**src/rtl/alu_driver_if.sv**
```systemverilog
// Handshake and ALU-facing bus for alu_driver; the in_acc request bit exists only
// when ALU_DRIVER_ACC_EN is defined.
interface alu_driver_if #(
   parameter int unsigned CNT_W = 8
);
   logic             in_valid;
   logic             in_ready;
   logic [2:0]       in_oc;
   logic [3:0]       in_a;
   logic [3:0]       in_b;
`ifdef ALU_DRIVER_ACC_EN
   logic             in_acc;
`endif
   logic [2:0]       alu_oc;
   logic [3:0]       alu_a;
   logic [3:0]       alu_b;
   logic [3:0]       alu_f;
   logic             out_valid;
   logic             out_ready;
   logic [3:0]       res;
   logic             busy;
   logic [CNT_W-1:0] op_cnt;

   // Block side of the bus
   modport slave (
`ifdef ALU_DRIVER_ACC_EN
      input  in_acc,
`endif
      input  in_valid, in_oc, in_a, in_b, alu_f, out_ready,
      output in_ready, alu_oc, alu_a, alu_b, out_valid, res, busy, op_cnt
   );

   // Requester / ALU / consumer side of the bus
   modport master (
`ifdef ALU_DRIVER_ACC_EN
      output in_acc,
`endif
      output in_valid, in_oc, in_a, in_b, alu_f, out_ready,
      input  in_ready, alu_oc, alu_a, alu_b, out_valid, res, busy, op_cnt
   );
endinterface

```
**src/rtl/alu_driver.sv**
```systemverilog
// Drives a combinational ALU with registered operands, captures its result and
// hands it downstream. Optional accumulator chaining via macro ALU_DRIVER_ACC_EN.
module alu_driver #(
   parameter int unsigned CNT_W = 8
) (
   input  logic         clk,
   input  logic         rst,
   alu_driver_if.slave  bus
);

   localparam int unsigned OC_W  = 3;
   localparam int unsigned DAT_W = 4;

   typedef struct packed {
      logic [OC_W-1:0]  oc;
      logic [DAT_W-1:0] a;
      logic [DAT_W-1:0] b;
   } req_t;

   typedef enum logic [1:0] {
      S_IDLE = 2'd0,
      S_EXEC = 2'd1,
      S_HOLD = 2'd2
   } state_e;

   state_e             state_q, state_d;
   req_t               req_q, req_d;
   logic [DAT_W-1:0]   res_q, res_d;
   logic               out_valid_q, out_valid_d;
   logic               busy_q, busy_d;
   logic [CNT_W-1:0]   op_cnt_q, op_cnt_d;

   logic               in_ready_c;
   logic               accept_c;
   logic               consume_c;
   logic               load_res_c;

   // State register
   always_ff @(posedge clk or posedge rst) begin
      if (rst) begin
         state_q <= S_IDLE;
      end else begin
         state_q <= state_d;
      end
   end

   // Next-state logic
   always_comb begin
      state_d = state_q;
      case (state_q)
         S_IDLE: if (bus.in_valid) state_d = S_EXEC;
         S_EXEC: state_d = S_HOLD;
         S_HOLD: begin
            if (bus.out_ready) state_d = bus.in_valid ? S_EXEC : S_IDLE;
         end
         default: state_d = S_IDLE;
      endcase
   end

   // FSM-decoded controls; a HOLD slot reopens to requests only when the result drains
   always_comb begin
      in_ready_c = 1'b0;
      load_res_c = 1'b0;
      case (state_q)
         S_IDLE: in_ready_c = 1'b1;
         S_EXEC: load_res_c = 1'b1;
         S_HOLD: in_ready_c = bus.out_ready;
         default: in_ready_c = 1'b0;
      endcase
      accept_c  = bus.in_valid & in_ready_c;
      consume_c = out_valid_q & bus.out_ready;
   end

   // Datapath next values
   always_comb begin
      req_d       = req_q;
      res_d       = res_q;
      out_valid_d = out_valid_q;
      op_cnt_d    = op_cnt_q;
      busy_d      = (state_d != S_IDLE);

      if (accept_c) begin
         req_d.oc = bus.in_oc;
         req_d.b  = bus.in_b;
`ifdef ALU_DRIVER_ACC_EN
         req_d.a  = bus.in_acc ? res_q : bus.in_a;
`else
         req_d.a  = bus.in_a;
`endif
      end

      if (consume_c) begin
         out_valid_d = 1'b0;
         op_cnt_d    = op_cnt_q + CNT_W'(1);
      end

      if (load_res_c) begin
         res_d       = bus.alu_f;
         out_valid_d = 1'b1;
      end
   end

   // Datapath registers
   always_ff @(posedge clk or posedge rst) begin
      if (rst) begin
         req_q       <= '0;
         res_q       <= '0;
         out_valid_q <= 1'b0;
         busy_q      <= 1'b0;
         op_cnt_q    <= '0;
      end else begin
         req_q       <= req_d;
         res_q       <= res_d;
         out_valid_q <= out_valid_d;
         busy_q      <= busy_d;
         op_cnt_q    <= op_cnt_d;
      end
   end

   assign bus.in_ready  = in_ready_c;
   assign bus.alu_oc    = req_q.oc;
   assign bus.alu_a     = req_q.a;
   assign bus.alu_b     = req_q.b;
   assign bus.res       = res_q;
   assign bus.out_valid = out_valid_q;
   assign bus.busy      = busy_q;
   assign bus.op_cnt    = op_cnt_q;

endmodule

```
**src/flat_wrapper.sv**
```systemverilog
// flat-port wrapper written by rule: the top's interface ports become plain ports
module alu_driver_flat 
#(
   parameter int unsigned CNT_W = 8
)
  (clk, rst, bus_in_valid, bus_in_oc, bus_in_a, bus_in_b, bus_alu_f, bus_out_ready, bus_in_ready, bus_alu_oc, bus_alu_a, bus_alu_b, bus_out_valid, bus_res, bus_busy, bus_op_cnt);
  alu_driver_if #(.CNT_W(CNT_W)) bus_i ();
  input  logic clk;
  input  logic rst;
  input wire logic [$bits(bus_i.in_valid)-1:0] bus_in_valid;
  input wire logic [$bits(bus_i.in_oc)-1:0] bus_in_oc;
  input wire logic [$bits(bus_i.in_a)-1:0] bus_in_a;
  input wire logic [$bits(bus_i.in_b)-1:0] bus_in_b;
  input wire logic [$bits(bus_i.alu_f)-1:0] bus_alu_f;
  input wire logic [$bits(bus_i.out_ready)-1:0] bus_out_ready;
  output wire logic [$bits(bus_i.in_ready)-1:0] bus_in_ready;
  output wire logic [$bits(bus_i.alu_oc)-1:0] bus_alu_oc;
  output wire logic [$bits(bus_i.alu_a)-1:0] bus_alu_a;
  output wire logic [$bits(bus_i.alu_b)-1:0] bus_alu_b;
  output wire logic [$bits(bus_i.out_valid)-1:0] bus_out_valid;
  output wire logic [$bits(bus_i.res)-1:0] bus_res;
  output wire logic [$bits(bus_i.busy)-1:0] bus_busy;
  output wire logic [$bits(bus_i.op_cnt)-1:0] bus_op_cnt;
  assign bus_i.in_valid = bus_in_valid;
  assign bus_i.in_oc = bus_in_oc;
  assign bus_i.in_a = bus_in_a;
  assign bus_i.in_b = bus_in_b;
  assign bus_i.alu_f = bus_alu_f;
  assign bus_i.out_ready = bus_out_ready;
  assign bus_in_ready = bus_i.in_ready;
  assign bus_alu_oc = bus_i.alu_oc;
  assign bus_alu_a = bus_i.alu_a;
  assign bus_alu_b = bus_i.alu_b;
  assign bus_out_valid = bus_i.out_valid;
  assign bus_res = bus_i.res;
  assign bus_busy = bus_i.busy;
  assign bus_op_cnt = bus_i.op_cnt;
  alu_driver #(.CNT_W(CNT_W)) u_core (.clk(clk), .rst(rst), .bus(bus_i));
endmodule
```
**config.mk**
```make
export PLATFORM = sky130hd
export DESIGN_NAME = alu_driver_flat
export DESIGN_NICKNAME = d
export VERILOG_FILES = /design/src/rtl/alu_driver_if.sv /design/src/rtl/alu_driver.sv /design/src/flat_wrapper.sv
export SDC_FILE = /design/constraint.sdc
export NUM_CORES = 1
export LEC_CHECK = 0
export CELL_PAD_IN_SITES_DETAIL_PLACEMENT = 0
export CELL_PAD_IN_SITES_GLOBAL_PLACEMENT = 1
export CORE_MARGIN = 8
export CORE_UTILIZATION = 35
export DETAILED_ROUTE_END_ITERATION = 7
export DONT_BUFFER_PORTS = 1
export PLACE_DENSITY_LB_ADDON = 0.1
export RECOVER_POWER = 50
export SYNTH_ARGS = -nofsm -noshare
export SYNTH_HDL_FRONTEND = slang
export SYNTH_SLANG_ARGS = --single-unit
export TNS_END_PERCENT = 5
```
**constraint.sdc**
```tcl
create_clock -name clk -period 4.4 [get_ports clk]
set_input_delay 0.66 -clock clk [delete_from_list [all_inputs] [get_ports clk]]
set_output_delay 0.66 -clock clk [all_outputs]
set_load 0.02 [all_outputs]
```
==> metrics <==
status finished clean; DP Wirelength 1510 microns; Avg WL per Cell 18.4 microns; die area 5080 sq um; nets 97; arrival time at the worst endpoint 1.23 ns; sequential area share after synthesis 63.2%; Fillers 294; Antenna Cells 0; post-CTS resize count 0; Rel. slew slack 32.9%; Seq cells post-synth 27; Pleak 0.000491 uW; clk slew on worst S/H paths 0.15 ns; Mapped Cells 74; setup ws final 2.51 ns; Post-synth EDFFs 0; commonest cells in the netlist dfrtp_1 (27), mux2_2 (16), xnor2_1 (4), nand2_1 (3), xor2_1 (3); Starting Density 35.9%; Initial DRC Count 47; Hold Crit Depth 1; Num CTS Buffers 3; share of the synthesized area in the top cell type 63.2%; Synth Net Count 94; RSZ-0062 raised after global routing false; Multi-input gate area 370 sq um; Slew Limit Fails 0; Final TNS setup 0 ns; R2R cell count 3; clk root buf clkbuf_4; RD Place Congestion 0.623; pwr/cell area 617 nW/um^2; global route overflow 0; number of global-route vias before repair 658; clk sinks 27; post-CTS setup buffer count 0; Layout Utilization 37.8%; layout cells sized above 1 30.3%; Worst EP required 3.74 ns; Worst Hold Class primary input to register; Setup-failing EPs final 0; Clock Skew 0.00415 ns; fin crit share 43.0%; minimum clock period 1.89 ns; vias per cell 5.16; Mapped Avg Cell Area 14.4 sq um; Slew @ Worst Pin 1.01 ns; GR Util All Layers 8.27%; synth unique cells 20; First-pass DRT Iterations 2; Die Y 71.3 microns; die width 71.3 microns; Crit Path Class register to output pin; total vias in the final route 562; IO buf count 0; H-tree Lvls 1; TritonCTS clock tree done; row count 20; initial antenna violation count 0; cell taking the most area after synthesis dfrtp_1; Final Hold Fails 0; WL final 2010 microns; global-route wire length before repair 3260 microns; pre-CTS setup slack 2.62 ns; Synth area leaders dfrtp_1 (63%), mux2_2 (17%), xnor2_1 (3.3%); asr flop ratio synth 100%; MaxCap Viol Count 0; Clock Tree Buf Depth 2; Hold-fix buffers, CTS 0; I/O pin count 45; Area Overhead vs Synth 5.27%; maximum VDD drop 0.293 mV; count leader, synth dfrtp_1; core area 2980 sq um; R2R setup slack 2.80 ns; Crit Path Max Fanout 3; remaining antenna violation count 0; fmax 528 MHz; synth warn 0; Worst Setup End Kind output pin; crit start category register; register area 676 sq um; ys flop type dfrtp_1; Netlist Area Pre-Place 1070 sq um; DR DRC count 0; pin count of the biggest net entering global routing 28; clock latency on the worst-skew pair 0.32 ns
-- layout by cell type, fill, tap and decap left out, types with 2 or more instances in the layout --
| master | instances |
|---|---|
| o21ai_0 | 2 |
| inv_1 | 2 |
| xnor2_1 | 4 |
| clkbuf_4 | 3 |
| and3_1 | 2 |
| nor2_1 | 2 |
| dfrtp_1 | 27 |
| nand2_1 | 3 |
| nand4_1 | 2 |
| nand2b_1 | 2 |
| xor2_1 | 3 |
| mux2_2 | 16 |
-- area by class of cell --
type	count	area share, %
Inverter	2	0.667
Tap cell	33	3.67
Sequential cell	27	60.1
Clock inverter	1	0.667
Clock buffer	3	2.00
Multi-Input combinational cell	43	32.9
-- power breakdown --
group / switching (uW) / internal [uW] / total [uW]
logic: 45.4 / 65.1 / 111
registers: 154 / 319 / 474
clock network: 74.7 / 34.8 / 109
-- metrics by stage --
stage	hold WS (ns)	area, sq um	cells	total power [uW]
after floorplan	0.537	1070	74	562
after CTS	0.410	1120	109	711
final	0.422	1120	109	694
after detailed placement	0.590	1090	105	598
after global placement	0.587	1090	105	594
after global routing	0.414	1120	109	740
-- kinds of logic after synthesis --
group | share of synthesized area, %
buffers and inverters | 2.11
flip-flops | 63.2
adder cells (fa/ha/maj) | 1.17
XOR/XNOR | 5.74
AND/OR/NAND/NOR | 9.95
multiplexers | 16.9
AO/OA/AOI/OAI | 0.937
-- worst paths after layout --
path | start | endpoint
worst min-delay path | bus_out_ready | u_core.bus.out_valid
min in group asynchronous | rst | u_core.bus.alu_a[3]
worst max-delay path | u_core.state_q[1] | bus_in_ready
worst max register to register | u_core.state_q[1] | u_core.bus.alu_b[2]
worst min register to register | u_core.state_q[1] | u_core.state_q[1]
max in group asynchronous | rst | u_core.bus.res[1]
-- per-layer routing --
metal  share of wire, %  vias up  track usage (%)
met1                 38      282             8.42
li1                   -      255                -
met2                 53       23             14.6
met3                8.3        2             4.18
met4               0.85        0             2.08
met5                  0        -                0
-- flip-flops by register name, indices dropped and copies added, names as in the netlist --
name and flops:
u_core.bus.op_cnt 8, u_core.bus.alu_a 4, u_core.bus.alu_b 4, u_core.bus.res 4, u_core.bus.alu_oc 3, u_core.state_q 2
u_core.bus.busy 1, u_core.bus.out_valid 1
-- worst max-delay path: stages, from the launching register on --
cell and delay (ns):
dfrtp_1 0.41, nor2b_2 0.17, nor2_1 0.32
No activity file was read; power rests on OpenSTA's default activity.
